**config.mk**
```make
export PLATFORM = sky130hd
export DESIGN_NAME = mem_arb
export DESIGN_NICKNAME = d
export VERILOG_FILES = /design/src/rtl/mem_arb.sv
export SDC_FILE = /design/constraint.sdc
export NUM_CORES = 1
export LEC_CHECK = 0
export BUFFER_PORTS_ARGS = -buffer_cell sky130_fd_sc_hd__clkbuf_2
export CORE_UTILIZATION = 35
export DETAILED_ROUTE_END_ITERATION = 10
export PLACE_DENSITY = 0.8
export SYNTH_ARGS = -nofsm -noshare
export SYNTH_HDL_FRONTEND = slang
export SYNTH_SLANG_ARGS = --single-unit
```
**constraint.sdc**
```tcl
create_clock -name clk -period 2.2 [get_ports clk]
set_input_delay 0.22 -clock clk [delete_from_list [all_inputs] [get_ports clk]]
set_output_delay 0.22 -clock clk [all_outputs]
set_load 0.01 [all_outputs]
```
**src/rtl/mem_arb.sv**
```systemverilog
// Two-port round-robin arbiter with a bounded lock, sharing one unified memory
// between the CPU (port 0) and a debug/loader master (port 1).
module mem_arb #(
    parameter int AW       = 9,
    parameter int DW       = 32,
    parameter int MAX_LOCK = 4
) (
    input  logic          clk,
    input  logic          rst,
    input  logic          p0_req,
    input  logic          p1_req,
    input  logic          p0_lock,
    input  logic          p1_lock,
    input  logic          p0_we,
    input  logic          p1_we,
    input  logic [AW-1:0] p0_addr,
    input  logic [AW-1:0] p1_addr,
    input  logic [DW-1:0] p0_wdata,
    input  logic [DW-1:0] p1_wdata,
    input  logic [1:0]    p0_whb,
    input  logic [1:0]    p1_whb,
    output logic          p0_gnt,
    output logic          p1_gnt,
    output logic          p0_rvalid,
    output logic          p1_rvalid,
    output logic [DW-1:0] p0_rdata,
    output logic [DW-1:0] p1_rdata,
    output logic          mem_we,
    output logic [AW-1:0] mem_addr,
    output logic [DW-1:0] mem_din,
    output logic [1:0]    mem_whb,
    input  logic [DW-1:0] mem_dout
);

    typedef enum logic [1:0] {
        IDLE = 2'd0,
        OWN0 = 2'd1,
        OWN1 = 2'd2
    } own_t;

    localparam logic [3:0] LMAX = 4'(MAX_LOCK);

    own_t       own;
    logic       last;
    logic [3:0] lcnt;

    logic lock_ok0;
    logic lock_ok1;
    logic via_lock;
    logic gnt_lock;

    // An owner keeps the memory until its streak reaches LMAX while the other side waits.
    always_comb begin
        lock_ok0 = (own == OWN0) && p0_req && ((lcnt < LMAX) || !p1_req);
        lock_ok1 = (own == OWN1) && p1_req && ((lcnt < LMAX) || !p0_req);
        via_lock = lock_ok0 || lock_ok1;
        p0_gnt   = 1'b0;
        p1_gnt   = 1'b0;
        if (!rst) begin
            if (lock_ok0) begin
                p0_gnt = 1'b1;
            end else if (lock_ok1) begin
                p1_gnt = 1'b1;
            end else if (p0_req && p1_req) begin
                p0_gnt = last;
                p1_gnt = !last;
            end else begin
                p0_gnt = p0_req;
                p1_gnt = p1_req;
            end
        end
        gnt_lock = (p0_gnt && p0_lock) || (p1_gnt && p1_lock);
    end

    always_comb begin
        mem_we   = 1'b0;
        mem_addr = '0;
        mem_din  = '0;
        mem_whb  = 2'b00;
        if (p0_gnt) begin
            mem_we   = p0_we;
            mem_addr = p0_addr;
            mem_din  = p0_wdata;
            mem_whb  = p0_whb;
        end else if (p1_gnt) begin
            mem_we   = p1_we;
            mem_addr = p1_addr;
            mem_din  = p1_wdata;
            mem_whb  = p1_whb;
        end
    end

    always_ff @(posedge clk) begin
        if (rst) begin
            own       <= IDLE;
            last      <= 1'b1;
            lcnt      <= 4'd0;
            p0_rvalid <= 1'b0;
            p1_rvalid <= 1'b0;
            p0_rdata  <= '0;
            p1_rdata  <= '0;
        end else if (p0_gnt || p1_gnt) begin
            last      <= p1_gnt;
            own       <= gnt_lock ? (p1_gnt ? OWN1 : OWN0) : IDLE;
            p0_rvalid <= p0_gnt;
            p1_rvalid <= p1_gnt;
            if (via_lock) begin
                lcnt <= (lcnt >= LMAX) ? LMAX : lcnt + 4'd1;
            end else begin
                lcnt <= 4'd1;
            end
            if (p0_gnt && !p0_we) begin
                p0_rdata <= mem_dout;
            end
            if (p1_gnt && !p1_we) begin
                p1_rdata <= mem_dout;
            end
        end else begin
            own       <= IDLE;
            lcnt      <= 4'd0;
            p0_rvalid <= 1'b0;
            p1_rvalid <= 1'b0;
        end
    end

endmodule

```
==> out/summary.txt <==
Element type at the critical path end: output port
Hold depth: 2
Post-synth cell types: 29
RR Endpoint: p1_rdata[9]
Core box area: 0.00937 mm^2
DIE HEIGHT: 101 um
Synth Area per Inst: 11.5 um^2
Die Area: 0.0102 mm^2
Port Buffers: 237
Layout cell share with drive strength beyond 1: 63.3%
Min Tclk post-route: 2.36 ns
Final std cells w/o fill: 688
Total chip power: 3.51 mW
Hold path endpoint: own[0]
DP HPWL: 7900 um
Syn-to-layout area delta: 57.6%
Ys async rst share: 0%
Most common cell after layout, fill and taps aside: clkbuf_2
Post-synth EDFFs: 0
TritonCTS clock tree: built
Clock latency on the worst-skew pair: 0.34 ns
Post-Syn Instances: 298
Final setup violation count: 76
Gpl congestion: 0.719
MaxCap Viol Count: 0
Die width: 101 um
Register-to-register setup slack: -0.16 ns
Layout Cell Area excl Fill: 0.00540 mm^2
Initial antenna violation count: 0
CP max FO: 9
Post-synthesis sequential area ratio: 42.6%
Failing checks: negative setup slack
Clock Skew: 0.00880 ns
Worst r2r src: lcnt[3]
Total wire length: 11400 um
Slew Viols, Final: 0
Register-to-Register Path Depth: 7
Clock root cell: clkbuf_8
Clock Path Buffers: 2
WS Path Type: flop to output port
Number of global-route vias before repair: 3088
1st-iter DRT viols: 122
DR pass1 iterations: 4
H-tree Lvls: 3
Site Rows: 35
Synthesized flop and latch total: 73
Sink Count: 73
Setup crit start kind: flop
Drt wl/cell: 16.5 um
P_leak: 2.76 nW
Most used DFF post-synth: dfxtp_1
Most frequent cells in the layout: clkbuf_2, dfxtp_1, nor2b_1
Global-route wire length before repair: 15200 um
Area after DPL: 0.00481 mm^2
Setup TNS: -8.58 ns
Ant diodes: 0
Worst Path Required: 1.98 ns
Final Hold Vio Count: 0
Power Density: 649 mW/mm^2
Worst EP arrival: 2.14 ns
Num CTS Buffers: 9
Total Routing Usage GR: 19.5%
Post-Syn Nets: 425
Initial Utilization: 36.6%
I/O pin count: 238
Hold Crit Class: primary input to flop
Gr ovfl total: 0
Inst Count DP: 650
Drc violations: 0
Peak VDD IR: 0.000503 V
Hold_ws: 0.0813 ns
Final #Nets: 682
RSZ-0062 raised after global routing: yes
Final period util: 107%
Fmax achieved: 424 MHz
Setup ws final: -0.157 ns
Synth Warn #: 0
Hold_sp: p0_lock
Vias: 3355
Mapped Area: 0.00343 mm^2
Vias per inst: 4.88
Remaining antenna violation count after routing: 0
Run status: finished, violations left
Clk pin slew, worst setup/hold paths: 0.08 ns
Largest net degree at the start of global routing: 48
-- through the flow --
step                      setup slack [ns]  util [%]
after global routing                -0.242      57.7
after detailed placement             0.104      51.3
after global placement               0.122      51.3
after CTS                           -0.156      55.5
after floorplan                      0.181         -
final                               -0.157      57.7
-- logic make-up after synthesis --
family / after synthesis / share of synthesized area, %
AND/OR/NAND/NOR: 76 / 13.8
other: 1 / 0.109
flip-flops: 73 / 42.6
buffers and inverters: 24 / 3.54
multiplexers: 64 / 24.3
adder cells (fa/ha/maj): 1 / 0.365
AO/OA/AOI/OAI: 59 / 15.3
-- critical path, cell delays in order (launching register included) --
cell	delay, ns
dfxtp_2	0.32
or2_4	0.25
a211o_4	0.34
a211oi_4	0.29
buf_6	0.19
buf_16	0.13
a22o_1	0.15
buf_2	0.14
-- final cells by class --
type                    count  area (um^2)
fillers                   820         3970
multi-input cells         201         1880
repair buffers            270         1640
flip-flops and latches     73         1460
well taps                 129          161
clock inverters             5          129
clock buffers              10          128
-- worst max path at each step --
stage	startpoint	end	slack, ns	cells past startpoint
after floorplan	lcnt[2]	p1_rdata[10]	0.18	5
final	lcnt[3]	mem_din[26]	-0.16	7
after detailed placement	lcnt[2]	p1_rdata[1]	0.10	5
after CTS	lcnt[3]	mem_we	-0.16	7
after global routing	lcnt[3]	mem_din[15]	-0.24	7
after global placement	lcnt[2]	p1_rdata[1]	0.12	5
-- synthesized netlist by cell type, drive strengths merged, types with 2 or more instances --
library cell	n	area [um^2]
buf	10	68.8
o21ai	2	10.0
dfxtp	73	1460
a22o	44	385
and2	2	12.5
nand2	4	15.0
mux2	64	833
clkbuf	14	52.6
o21a	2	15.0
a211oi	3	27.5
nor2b	64	400
a21oi	3	15.0
-- metal layers --
layer  wire (um)  share of wire [%]  GRT usage (%)
met5           0                  0              0
met4          99               0.87           4.68
met3         688                6.1           5.76
met2        5810                 51           35.8
met1        4760                 42           22.1
-- state kept, by name, summed over array words and instances (netlist names) --
name	cells
p0_rdata	32
p1_rvalid	1
p0_rvalid	1
own	2
last	1
lcnt	4
p1_rdata	32
-- timing repair --
action / 4_1_cts / 5_1_grt
endpoints found under the setup margin: 45 / 68
cloned: 3 / 7
resized for setup: 7 / 49
buffers inserted: 8 / 6
endpoints found under the hold margin: 0 / 0
pin swaps: 10 / 17
hold buffers: 0 / 0
-- power by group --
part	internal (mW)	switching [mW]	total (mW)
Sequential	1.40	0.0371	1.43
Clock	0.865	0.492	1.36
Combinational	0.395	0.323	0.718
Total	2.66	0.852	3.51
No activity file was read; power rests on OpenSTA's default activity.
